==> src/rtl/placar_pkg.sv <==
// Shared types, segment patterns and helpers for the placar_hex score keeper.
package placar_pkg;

   typedef enum logic [1:0] {
      JOGANDO      = 2'd0,
      INVULNERAVEL = 2'd1,
      PERDEU       = 2'd2
   } estado_t;

   // Active-low segments ordered {g,f,e,d,c,b,a}
   localparam logic [6:0] SEG_BLANK = 7'h7F;
   localparam logic [6:0] SEG_0     = 7'h40;
   localparam logic [6:0] SEG_1     = 7'h79;
   localparam logic [6:0] SEG_2     = 7'h24;
   localparam logic [6:0] SEG_3     = 7'h30;
   localparam logic [6:0] SEG_4     = 7'h19;
   localparam logic [6:0] SEG_5     = 7'h12;
   localparam logic [6:0] SEG_6     = 7'h02;
   localparam logic [6:0] SEG_7     = 7'h78;
   localparam logic [6:0] SEG_8     = 7'h00;
   localparam logic [6:0] SEG_9     = 7'h10;

   function automatic bit parametros_ok(input int vidas, input int pontos,
                                        input int invuln, input int pisca);
      return (vidas >= 1) && (vidas <= 9) && (pontos >= 1) && (pontos <= 9) &&
             (invuln >= 2) && (pisca >= 1);
   endfunction

   // Four-digit BCD add; a carry out of the thousands digit pins the result at 9999.
   function automatic logic [15:0] bcd_soma_sat(input logic [15:0] atual, input logic [3:0] inc);
      logic [15:0] res;
      logic [4:0]  soma;
      logic [3:0]  vai;
      res = '0;
      vai = inc;
      for (int i = 0; i < 4; i++) begin
         soma = {1'b0, atual[4*i +: 4]} + {1'b0, vai};
         if (soma > 5'd9) begin
            res[4*i +: 4] = 4'(soma - 5'd10);
            vai = 4'd1;
         end else begin
            res[4*i +: 4] = soma[3:0];
            vai = 4'd0;
         end
      end
      if (vai != 4'd0)
         res = 16'h9999;
      return res;
   endfunction

endpackage

==> src/rtl/placar_hex_if.sv <==
// Event inputs from the entities stage and the score/lives status returned to it and to tela.
interface placar_hex_if;
   logic        pausa;
   logic        acerto_inimigo;
   logic        acerto_nave;
   logic [15:0] pontos;
   logic [3:0]  vidas;
   logic        perdeu;
   logic        invulneravel;

   modport master (
      output pausa, acerto_inimigo, acerto_nave,
      input  pontos, vidas, perdeu, invulneravel
   );

   modport slave (
      input  pausa, acerto_inimigo, acerto_nave,
      output pontos, vidas, perdeu, invulneravel
   );
endinterface

==> src/rtl/bcd_para_7seg.sv <==
// Combinational BCD digit to active-low seven-segment decoder; non-decimal codes blank the digit.
module bcd_para_7seg
   import placar_pkg::*;
(
   input  logic [3:0] bcd,
   output logic [6:0] seg
);

   always_comb begin
      seg = SEG_BLANK;
      case (bcd)
         4'd0:    seg = SEG_0;
         4'd1:    seg = SEG_1;
         4'd2:    seg = SEG_2;
         4'd3:    seg = SEG_3;
         4'd4:    seg = SEG_4;
         4'd5:    seg = SEG_5;
         4'd6:    seg = SEG_6;
         4'd7:    seg = SEG_7;
         4'd8:    seg = SEG_8;
         4'd9:    seg = SEG_9;
         default: seg = SEG_BLANK;
      endcase
   end

endmodule

==> src/rtl/placar_hex.sv <==
// Score, lives and game-over keeper driving six seven-segment displays.
// Optional game-over display blink is enabled by defining PLACAR_PISCA_EN.
module placar_hex
   import placar_pkg::*;
#(
   parameter int VIDAS_INICIAIS    = 3,
   parameter int PONTOS_POR_ACERTO = 1,
   parameter int INVULN_CICLOS     = 50_000_000,
   parameter int PISCA_CICLOS      = 12_500_000
) (
   input  logic         CLOCK_50,
   input  logic         reset,
   placar_hex_if.slave  bus,
   output logic [6:0]   HEX0,
   output logic [6:0]   HEX1,
   output logic [6:0]   HEX2,
   output logic [6:0]   HEX3,
   output logic [6:0]   HEX4,
   output logic [6:0]   HEX5
);

   localparam int             TW         = $clog2(INVULN_CICLOS);
   localparam logic [TW-1:0]  TIMER_INI  = TW'(INVULN_CICLOS - 1);
   localparam logic [3:0]     VIDAS_INI  = 4'(VIDAS_INICIAIS);
   localparam logic [3:0]     PONTOS_INC = 4'(PONTOS_POR_ACERTO);

   generate
      if (!parametros_ok(VIDAS_INICIAIS, PONTOS_POR_ACERTO, INVULN_CICLOS, PISCA_CICLOS)) begin : g_param_ilegal
         $error("placar_hex: parameter out of legal range");
      end
   endgenerate

   estado_t         estado_reg, estado_next;
   logic [15:0]     pontos_reg, pontos_next;
   logic [3:0]      vidas_reg, vidas_next;
   logic [TW-1:0]   timer_reg, timer_next;
   logic            inimigo_q_reg, nave_q_reg;
   logic            ev_inimigo, ev_nave;
   logic            apagar;

   assign ev_inimigo = bus.acerto_inimigo & ~inimigo_q_reg;
   assign ev_nave    = bus.acerto_nave & ~nave_q_reg;

   // Edge registers reset high so a level already present at release is not an event.
   always_ff @(posedge CLOCK_50 or posedge reset) begin
      if (reset) begin
         estado_reg    <= JOGANDO;
         pontos_reg    <= '0;
         vidas_reg     <= VIDAS_INI;
         timer_reg     <= '0;
         inimigo_q_reg <= 1'b1;
         nave_q_reg    <= 1'b1;
      end else begin
         estado_reg    <= estado_next;
         pontos_reg    <= pontos_next;
         vidas_reg     <= vidas_next;
         timer_reg     <= timer_next;
         inimigo_q_reg <= bus.acerto_inimigo;
         nave_q_reg    <= bus.acerto_nave;
      end
   end

   always_comb begin
      estado_next = estado_reg;
      pontos_next = pontos_reg;
      vidas_next  = vidas_reg;
      timer_next  = timer_reg;
      if (!bus.pausa) begin
         if (ev_inimigo && (estado_reg != PERDEU))
            pontos_next = bcd_soma_sat(pontos_reg, PONTOS_INC);
         case (estado_reg)
            JOGANDO: begin
               if (ev_nave) begin
                  vidas_next = vidas_reg - 4'd1;
                  if (vidas_reg == 4'd1) begin
                     estado_next = PERDEU;
                  end else begin
                     estado_next = INVULNERAVEL;
                     timer_next  = TIMER_INI;
                  end
               end
            end
            INVULNERAVEL: begin
               if (timer_reg == '0)
                  estado_next = JOGANDO;
               else
                  timer_next = timer_reg - TW'(1);
            end
            default: ;
         endcase
      end
   end

   assign bus.pontos       = pontos_reg;
   assign bus.vidas        = vidas_reg;
   assign bus.perdeu       = (estado_reg == PERDEU);
   assign bus.invulneravel = (estado_reg == INVULNERAVEL);

`ifdef PLACAR_PISCA_EN
   localparam int            PW       = $clog2(PISCA_CICLOS + 1);
   localparam logic [PW-1:0] PISCA_FIM = PW'(PISCA_CICLOS - 1);

   logic [PW-1:0] pisca_cnt_reg;
   logic          pisca_reg;

   // Blink phase restarts dark-off (digits visible) every time PERDEU is entered.
   always_ff @(posedge CLOCK_50 or posedge reset) begin
      if (reset) begin
         pisca_cnt_reg <= '0;
         pisca_reg     <= 1'b0;
      end else if (estado_reg != PERDEU) begin
         pisca_cnt_reg <= '0;
         pisca_reg     <= 1'b0;
      end else if (!bus.pausa) begin
         if (pisca_cnt_reg == PISCA_FIM) begin
            pisca_cnt_reg <= '0;
            pisca_reg     <= ~pisca_reg;
         end else begin
            pisca_cnt_reg <= pisca_cnt_reg + PW'(1);
         end
      end
   end

   assign apagar = pisca_reg;
`else
   assign apagar = 1'b0;
`endif

   // Digit 4 is fed a non-decimal code so its decoder yields a blank display.
   logic [3:0] digito [6];
   logic [6:0] seg    [6];

   assign digito[0] = pontos_reg[3:0];
   assign digito[1] = pontos_reg[7:4];
   assign digito[2] = pontos_reg[11:8];
   assign digito[3] = pontos_reg[15:12];
   assign digito[4] = 4'hF;
   assign digito[5] = vidas_reg;

   generate
      for (genvar gi = 0; gi < 6; gi++) begin : g_dec
         bcd_para_7seg u_dec (
            .bcd (digito[gi]),
            .seg (seg[gi])
         );
      end
   endgenerate

   assign HEX0 = apagar ? SEG_BLANK : seg[0];
   assign HEX1 = apagar ? SEG_BLANK : seg[1];
   assign HEX2 = apagar ? SEG_BLANK : seg[2];
   assign HEX3 = apagar ? SEG_BLANK : seg[3];
   assign HEX4 = apagar ? SEG_BLANK : seg[4];
   assign HEX5 = apagar ? SEG_BLANK : seg[5];

endmodule

==> src/flat_wrapper.sv <==
// flat-port wrapper written by rule: the top's interface ports become plain ports
module placar_hex_flat import placar_pkg::*;
#(
   parameter int VIDAS_INICIAIS    = 3,
   parameter int PONTOS_POR_ACERTO = 1,
   parameter int INVULN_CICLOS     = 50_000_000,
   parameter int PISCA_CICLOS      = 12_500_000
)
  (CLOCK_50, reset, HEX0, HEX1, HEX2, HEX3, HEX4, HEX5, bus_pausa, bus_acerto_inimigo, bus_acerto_nave, bus_pontos, bus_vidas, bus_perdeu, bus_invulneravel);
  placar_hex_if bus_i ();
  input  logic CLOCK_50;
  input  logic reset;
  output logic [6:0] HEX0;
  output logic [6:0] HEX1;
  output logic [6:0] HEX2;
  output logic [6:0] HEX3;
  output logic [6:0] HEX4;
  output logic [6:0] HEX5;
  input wire logic [$bits(bus_i.pausa)-1:0] bus_pausa;
  input wire logic [$bits(bus_i.acerto_inimigo)-1:0] bus_acerto_inimigo;
  input wire logic [$bits(bus_i.acerto_nave)-1:0] bus_acerto_nave;
  output wire logic [$bits(bus_i.pontos)-1:0] bus_pontos;
  output wire logic [$bits(bus_i.vidas)-1:0] bus_vidas;
  output wire logic [$bits(bus_i.perdeu)-1:0] bus_perdeu;
  output wire logic [$bits(bus_i.invulneravel)-1:0] bus_invulneravel;
  assign bus_i.pausa = bus_pausa;
  assign bus_i.acerto_inimigo = bus_acerto_inimigo;
  assign bus_i.acerto_nave = bus_acerto_nave;
  assign bus_pontos = bus_i.pontos;
  assign bus_vidas = bus_i.vidas;
  assign bus_perdeu = bus_i.perdeu;
  assign bus_invulneravel = bus_i.invulneravel;
  placar_hex #(.VIDAS_INICIAIS(VIDAS_INICIAIS), .PONTOS_POR_ACERTO(PONTOS_POR_ACERTO), .INVULN_CICLOS(INVULN_CICLOS), .PISCA_CICLOS(PISCA_CICLOS)) u_core (.CLOCK_50(CLOCK_50), .reset(reset), .bus(bus_i), .HEX0(HEX0), .HEX1(HEX1), .HEX2(HEX2), .HEX3(HEX3), .HEX4(HEX4), .HEX5(HEX5));
endmodule
==> config.mk <==
export PLATFORM = sky130hd
export DESIGN_NAME = placar_hex_flat
export DESIGN_NICKNAME = d
export VERILOG_FILES = /design/src/rtl/placar_pkg.sv /design/src/rtl/placar_hex_if.sv /design/src/rtl/bcd_para_7seg.sv /design/src/rtl/placar_hex.sv /design/src/flat_wrapper.sv
export SDC_FILE = /design/constraint.sdc
export NUM_CORES = 1
export LEC_CHECK = 0
export ABC_AREA = 1
export BUFFER_PORTS_ARGS = -buffer_cell sky130_fd_sc_hd__buf_2
export CAP_MARGIN = 20
export CELL_PAD_IN_SITES_DETAIL_PLACEMENT = 1
export CELL_PAD_IN_SITES_GLOBAL_PLACEMENT = 1
export CORE_MARGIN = 5
export CORE_UTILIZATION = 37
export DETAILED_ROUTE_END_ITERATION = 10
export GPL_TIMING_DRIVEN = 0
export HOLD_SLACK_MARGIN = 0.1
export PLACE_DENSITY = 0.85
export SYNTH_ARGS = -nofsm -noshare
export SYNTH_HDL_FRONTEND = slang
export SYNTH_HIERARCHICAL = 1
export SYNTH_SLANG_ARGS = --single-unit
==> constraint.sdc <==
create_clock -name CLOCK_50 -period 4.1 [get_ports CLOCK_50]
set_input_delay 0.41 -clock CLOCK_50 [delete_from_list [all_inputs] [get_ports CLOCK_50]]
set_output_delay 0.41 -clock CLOCK_50 [all_outputs]
set_load 0.02 [all_outputs]
After elaboration in Yosys (flattened, before gate mapping)
Memories as Yosys holds them, arrays and structs flattened.
Cells that the tools add are included.

word-level totals
  ROM bits = 672
  bits in registers = 50
  memories = 6

memories
  name              words  bits a word  rd ports  clocked after Yosys merged registers in  wr ports  line                 RTL
  (name not given)  16     7            1         0                                        0         bcd_para_7seg.sv:11  case (bcd)
  (name not given)  16     7            1         0                                        0         bcd_para_7seg.sv:11
  (name not given)  16     7            1         0                                        0         bcd_para_7seg.sv:11
  (name not given)  16     7            1         0                                        0         bcd_para_7seg.sv:11
  (name not given)  16     7            1         0                                        0         bcd_para_7seg.sv:11
  (name not given)  16     7            1         0                                        0         bcd_para_7seg.sv:11

cells by class
  magnitude comparators = 4
  muxes and demuxes = 25
  equality and inequality tests = 8
  add/subtract/negate cells = 10
  reductions and logical operators = 9
  bitwise operators = 5

operator list
  operator                                                                          count
  26-bit 2-to-1 mux                                                                 3
  26-bit case mux with 2 select lines                                               1
  4-bit 2-to-1 mux                                                                  12
  26-bit logical NOT                                                                1
  26-bit by 1-bit subtractor with 26-bit output (second input constant)             1
  5-bit by 4-bit greater-than comparator with 1-bit output (second input constant)  4
  16-bit 2-to-1 mux                                                                 1
  4-bit subtractor (second input constant)                                          4
  4-bit by 4-bit adder with 5-bit output                                            3
  2-bit 2-to-1 mux                                                                  3
  2-bit inequality test (second input constant)                                     3
  4-bit by 1-bit adder with 5-bit output (second input constant)                    1
  5-bit AND reduction                                                               1
  4-bit by 1-bit == test with 1-bit output (second input constant)                  1
  1-bit 2-to-1 mux                                                                  4
  2-bit by 1-bit inequality test with 1-bit output (second input constant)          2
  2-bit case mux with 2 select lines                                                1
  4-bit AND reduction                                                               1
  4-bit nonzero test                                                                1
  4-bit by 1-bit subtractor with 4-bit output (second input constant)               1
  1-bit NOT                                                                         3
  3-bit AND reduction                                                               1
  1-bit bitwise AND                                                                 2
  2-bit by 1-bit == test with 1-bit output (second input constant)                  1
  5 further kinds                                                                   5

Longest topological paths before layout
  word-level depth = 22
  mapped depth = 30

Modules after synthesis
The synthesis kept the hierarchy.

modules (own cells, without submodules)
  module         sequential area each (µm²)  cells each  times used  area each (µm²)
  placar_hex     1,256.2                     447         1           3,191.8
  bcd_para_7seg  0.0                         35          6           187.7

Worst setup path after synthesis
Ideal clock, no wire load.

  path kind = reg-to-reg
  start = register u_core.pontos_reg[0] (netlist: u_core/bus.pontos[0])
  end = register u_core.pontos_reg[7] (netlist: u_core/bus.pontos[7])
  data required time = 3.962 ns
  period minus slack after synthesis = 4.497 ns
  stages on the path, launching flop included = 29
  slack = -0.397 ns
  arrival time = 4.359 ns
  setup time = 0.138 ns
  path through = dfrtp_1 > inv_1 > ha_1 > inv_1 > ha_1 > nand2_1 > nand3_1 > nand3_1 > nand2_1 > ha_1 > ha_1 > xnor2_1 > nand2_1 > nand2_1 > nand2_1 > ha_1 > ha_1 > xnor2_1 > nand2_1 > nand2_1 > nand2_1 > ha_1 > ha_1 > xnor2_1 > nand2_1 > nand2_1 > nand3_1 > inv_2 > a22oi_1

between the ends
  word-level cells in the longest chain between the ends = 22

RTL lines
  element                                                     line              RTL
  from (decl)                                                 placar_hex.sv:34  logic [15:0] pontos_reg, pontos_next;
  from (signal assigned)                                      placar_hex.sv:55  pontos_reg <= pontos_next;
  4-bit by 1-bit adder with 5-bit output *                    placar_pkg.sv:37  soma = {1'b0, atual[4*i +: 4]} + {1'b0, vai};
  5-bit by 4-bit greater-than comparator with 1-bit output *  placar_pkg.sv:38  if (soma > 5'd9) begin
  1-bit 2-to-1 mux *                                          placar_pkg.sv:38
  4-bit 2-to-1 mux *                                          placar_hex.sv:69  if (ev_inimigo && (estado_reg != PERDEU))
  4-bit 2-to-1 mux *                                          placar_hex.sv:68  if (!bus.pausa) begin
  4-bit by 4-bit adder with 5-bit output *                    placar_pkg.sv:37
  5-bit by 4-bit greater-than comparator with 1-bit output    placar_pkg.sv:38
  1-bit 2-to-1 mux                                            placar_pkg.sv:38
  (+6 left out)                                               --
  4-bit 2-to-1 mux                                            placar_hex.sv:68
  4-bit by 4-bit adder with 5-bit output                      placar_pkg.sv:37
  5-bit by 4-bit greater-than comparator with 1-bit output    placar_pkg.sv:38
  1-bit 2-to-1 mux                                            placar_pkg.sv:38
  4-bit 2-to-1 mux                                            placar_hex.sv:69
  4-bit 2-to-1 mux                                            placar_hex.sv:68
  4-bit nonzero test                                          placar_pkg.sv:46  if (vai != 4'd0)
  16-bit 2-to-1 mux *                                         placar_pkg.sv:46

Every way passes the cells marked *; elsewhere a longest branch is shown, timed or not. The select of a mux whose other input is x is not followed.
A chain may end at the register's enable or synchronous reset.

Worst setup path after layout
  start = register u_core.pontos_reg[0] (netlist: u_core/bus.pontos[0])
  end = register u_core.pontos_reg[12] (netlist: u_core/bus.pontos[12])

between the ends
  word-level cells in the longest chain between the ends = 22

RTL lines
  element                                                     line
  4-bit by 1-bit adder with 5-bit output *                    placar_pkg.sv:37
  5-bit by 4-bit greater-than comparator with 1-bit output *  placar_pkg.sv:38
  1-bit 2-to-1 mux *                                          placar_pkg.sv:38
  4-bit 2-to-1 mux *                                          placar_hex.sv:69
  4-bit 2-to-1 mux *                                          placar_hex.sv:68
  4-bit by 4-bit adder with 5-bit output *                    placar_pkg.sv:37
  5-bit by 4-bit greater-than comparator with 1-bit output *  placar_pkg.sv:38
  1-bit 2-to-1 mux *                                          placar_pkg.sv:38
  (+6 left out)                                               --
  4-bit 2-to-1 mux *                                          placar_hex.sv:68
  4-bit by 4-bit adder with 5-bit output *                    placar_pkg.sv:37
  5-bit by 4-bit greater-than comparator with 1-bit output    placar_pkg.sv:38
  1-bit 2-to-1 mux                                            placar_pkg.sv:38
  4-bit 2-to-1 mux                                            placar_hex.sv:69
  4-bit 2-to-1 mux                                            placar_hex.sv:68
  4-bit nonzero test                                          placar_pkg.sv:46
  16-bit 2-to-1 mux *                                         placar_pkg.sv:46

Marked as above.

==> out/metrics.yaml <==
status:
  status: "complete, no violations"
sta:
  finalCritPeriodShare_pct: 99.82
  timing.fmax_ghz: 0.2443
  setup_viol: 0
  fin_skew_ns: 0.007932
  final-hold-violation-count: 0
  tightest_slew_ns: 0.5245
  fin_crit_ns: 4.093
  max_slew_margin_pct: 65.03
  slew_viol_final: 0
routing:
  routed_wl_um: 14240
  vias_per_cell: 5.094
  remaining_drc_errors: 0
  vias: 4630
  first_iter_violations: 174
  firstDrtPassIters: 6
  wire_per_inst_um: 15.67
  ant_nets: 0
pwr:
  power_frac_clock_pct: 11.6
  intPower_uw: 2008
  max-vdd-ir-drop_v: 0.0005962
  p_leak_uw: 0.003062
  pwr-share-comb_pct: 69.7
  p_sw_uw: 2102
  powerDensity_nw_per_um2: 748.8
  seqPwrFrac_pct: 18.7
  finalPower_uw: 4110
  swShare_pct: 51.15
die:
  die_h_um: 118.0
  initial_core_util_pct: 37.82
  pin_count: 69
  std_cell_rows: 39
  die_w_um: 118.0
  design.die.area_um2: 13930
  fp.coreArea_um2: 11420
clocking:
  clk_latency_ns: 0.29
  h-tree-depth: 2
  clk_pin_slew_worst_paths_ns: 0.07
  tritoncts: "done"
  root_buffer: "clkbuf_16"
  numCtsBuffers: 5
  cts_buffer_depth: 2
  cts_sinks: 50
placed_design:
  portBuffers: 61
  gp_congestion: 0.8569
  dpl-instance-area_um2: 4920
  post-dp-hpwl_um: 9730
hold_path:
  hp-class: "input pin to flip-flop"
global_routing:
  grt_pass1_wl_um: 22340
  antenna_found_initial: 0
  met1_usage_pct: 21.44
  grt_pass1_vias: 4764
  grt_use_met3_pct: 2.403
  grt_start_max_net_pins: 41
  grt_use_total_pct: 18.49
  globalRouteOverflowTotal: 0
  top_usage_layer: "met2"
  grtUsageMet2_pct: 36.07
logic_synthesis:
  seq_area_frac_synth_pct: 29.09
  avgSynthCellArea_um2: 6.572
  ys_ff_latch: 50
  synth_cells: 657
  syn_area_um2: 4318
  synthDistinctLibCells: 34
  yosysWarnings: 6
critical_path:
  cpMaxStageDelayCell: "dfrtp_2"
  slowest_delay_ns: 0.44
  worst_ep_arrival_time_ns: 4.27
  crit_type: "flip-flop to flip-flop"
  worstSetupEndpointType: "flip-flop"
  crit_fanout: 8
  critical_path_required_ns: 4.28
  critPathLaunchType: "flip-flop"
layout:
  num_antenna_cells: 0
  drive_gt1_share_pct: 21.93
  largest_reg_flops: 26
  fin_area_um2: 5489
  area_growth_pct: 27.12
  nets: 814
  layout_common_cells: "nand2_1, inv_1, nand3_1, buf_2, nor2_1"
  n_fill_cell: 1526
  layout_commonest_cell: "nand2_1"
job:
  maxCapViolCount: 0
==> power groups by stage <==
stage                     registers [uW]  clock network (uW)  logic, uW
after CTS                            749                 490       2250
after floorplan                      802                   0       1320
after global routing                 789                 515       3080
after global placement               760                   0       1840
after detailed placement             769                   0       1980
final                                770                 477       2860
==> cell type report <==
| class | count | area, um^2 | share of cell area [%] |
|---|---|---|---|
| clock buffer | 6 | 128.9 | 2.348 |
| clock inverter | 2 | 37.54 | 0.6838 |
| multi-input combinational | 528 | 2994 | 54.55 |
| timing repair buffer | 84 | 493.0 | 8.981 |
| buffer | 8 | 51.30 | 0.9346 |
| inverter | 87 | 339.1 | 6.177 |
| tap | 143 | 178.9 | 3.260 |
| sequential | 50 | 1260 | 22.95 |
| timing repair inverter | 1 | 6.256 | 0.1140 |
==> cells by family (layout without fill, tap and decap cells) <==
logic type	after synthesis	count (layout)	synth area share [%]
simple gates	403	403	39.24
buf+inv	95	188	8.751
flops	50	50	29.09
fa+ha+maj	44	44	12.75
compound gates	44	44	6.027
xor+xnor	20	20	4.057
other cells	1	17	0.08685
==> worst max-delay path: cells and delay by family, from the launching register on <==
family	cells	cell delay, ns
AOI/OAI and AO/OA	1	0.19
DFF	1	0.44
adders and majority gates	7	1.26
and+or+nand+nor	14	1.34
xor gates and xnor gates	3	0.47
buffers and inverters	3	0.26
==> final timing paths <==
kind | from | to | slack, ns | cells after the start
min in group asynchronous | reset | u_core/bus.pontos[13] | 0.61 | 3
worst min register to register | u_core/timer_reg[0] | u_core/timer_reg[0] | 0.55 | 2
worst min-delay path | bus_acerto_inimigo | u_core/inimigo_q_reg | 0.22 | 1
worst max register to register | u_core/bus.pontos[0] | u_core/bus.pontos[12] | 0.007 | 28
max in group asynchronous | reset | u_core/bus.vidas[0] | 2.91 | 4
worst max-delay path | u_core/bus.pontos[0] | u_core/bus.pontos[12] | 0.007 | 28
==> cells in the mapped netlist <==
library cell | instances | area share, %
or2_2 | 1 | 0.14
inv_2 | 8 | 0.70
nand2_1 | 242 | 21
o211ai_1 | 1 | 0.17
clkbuf_1 | 3 | 0.26
o22ai_1 | 3 | 0.43
a21oi_1 | 2 | 0.23
buf_6 | 2 | 0.52
nor4_1 | 1 | 0.14
a22oi_1 | 3 | 0.52
nor3b_1 | 2 | 0.35
dfrtp_1 | 46 | 27
ha_1 | 44 | 13
nor2_4 | 2 | 0.52
nor2_1 | 58 | 5.0
o21ai_2 | 6 | 1.2
nand4_1 | 11 | 1.6
o21ai_1 | 12 | 1.4
o221ai_1 | 1 | 0.20
nand3_1 | 76 | 8.8
inv_1 | 77 | 6.7
nor2_2 | 3 | 0.43
buf_4 | 1 | 0.17
xnor2_1 | 4 | 0.81
clkinv_1 | 2 | 0.17
nand3b_1 | 1 | 0.17
xor2_1 | 16 | 3.2
buf_2 | 2 | 0.23
o21ai_0 | 16 | 1.9
nand2_2 | 3 | 0.43
or2_0 | 2 | 0.29
dfstp_2 | 4 | 2.4
conb_1 | 1 | 0.087
nand2_4 | 1 | 0.26
==> through the flow <==
stage | utilization (%) | hold WS, ns | instances | setup slack [ns] | setup TNS, ns
floorplan | - | 0.4145 | 673 | 0.01394 | 0
global placement | 42.91 | 0.4736 | 877 | -0.4005 | -5.213
detailed placement | 43.09 | 0.3662 | 878 | -0.6689 | -9.673
CTS | 46.04 | 0.2183 | 897 | 0.01797 | 0
global route | 48.07 | 0.2117 | 909 | -0.1461 | -1.864
finish | 48.07 | 0.2221 | 909 | 0.007452 | 0
==> what timing repair did <==
action | 4_1_cts | 5_1_grt
cloned | 1 | 0
endpoints found under the hold margin | 10 | 0
pin swaps | 4 | 13
hold buffers | 1 | 0
setup endpoints to repair | 16 | 16
buffers inserted | 9 | 12
gates resized for setup | 23 | 28
==> per-layer routing <==
layer | share of wire [%] | vias up | wire length, um
li1 | - | 2267 | -
met1 | 41 | 2268 | 5882
met2 | 54 | 77 | 7745
met3 | 2.7 | 18 | 387
met4 | 1.6 | 0 | 229
met5 | 0 | - | 0
(Power assumes the default switching activity.)
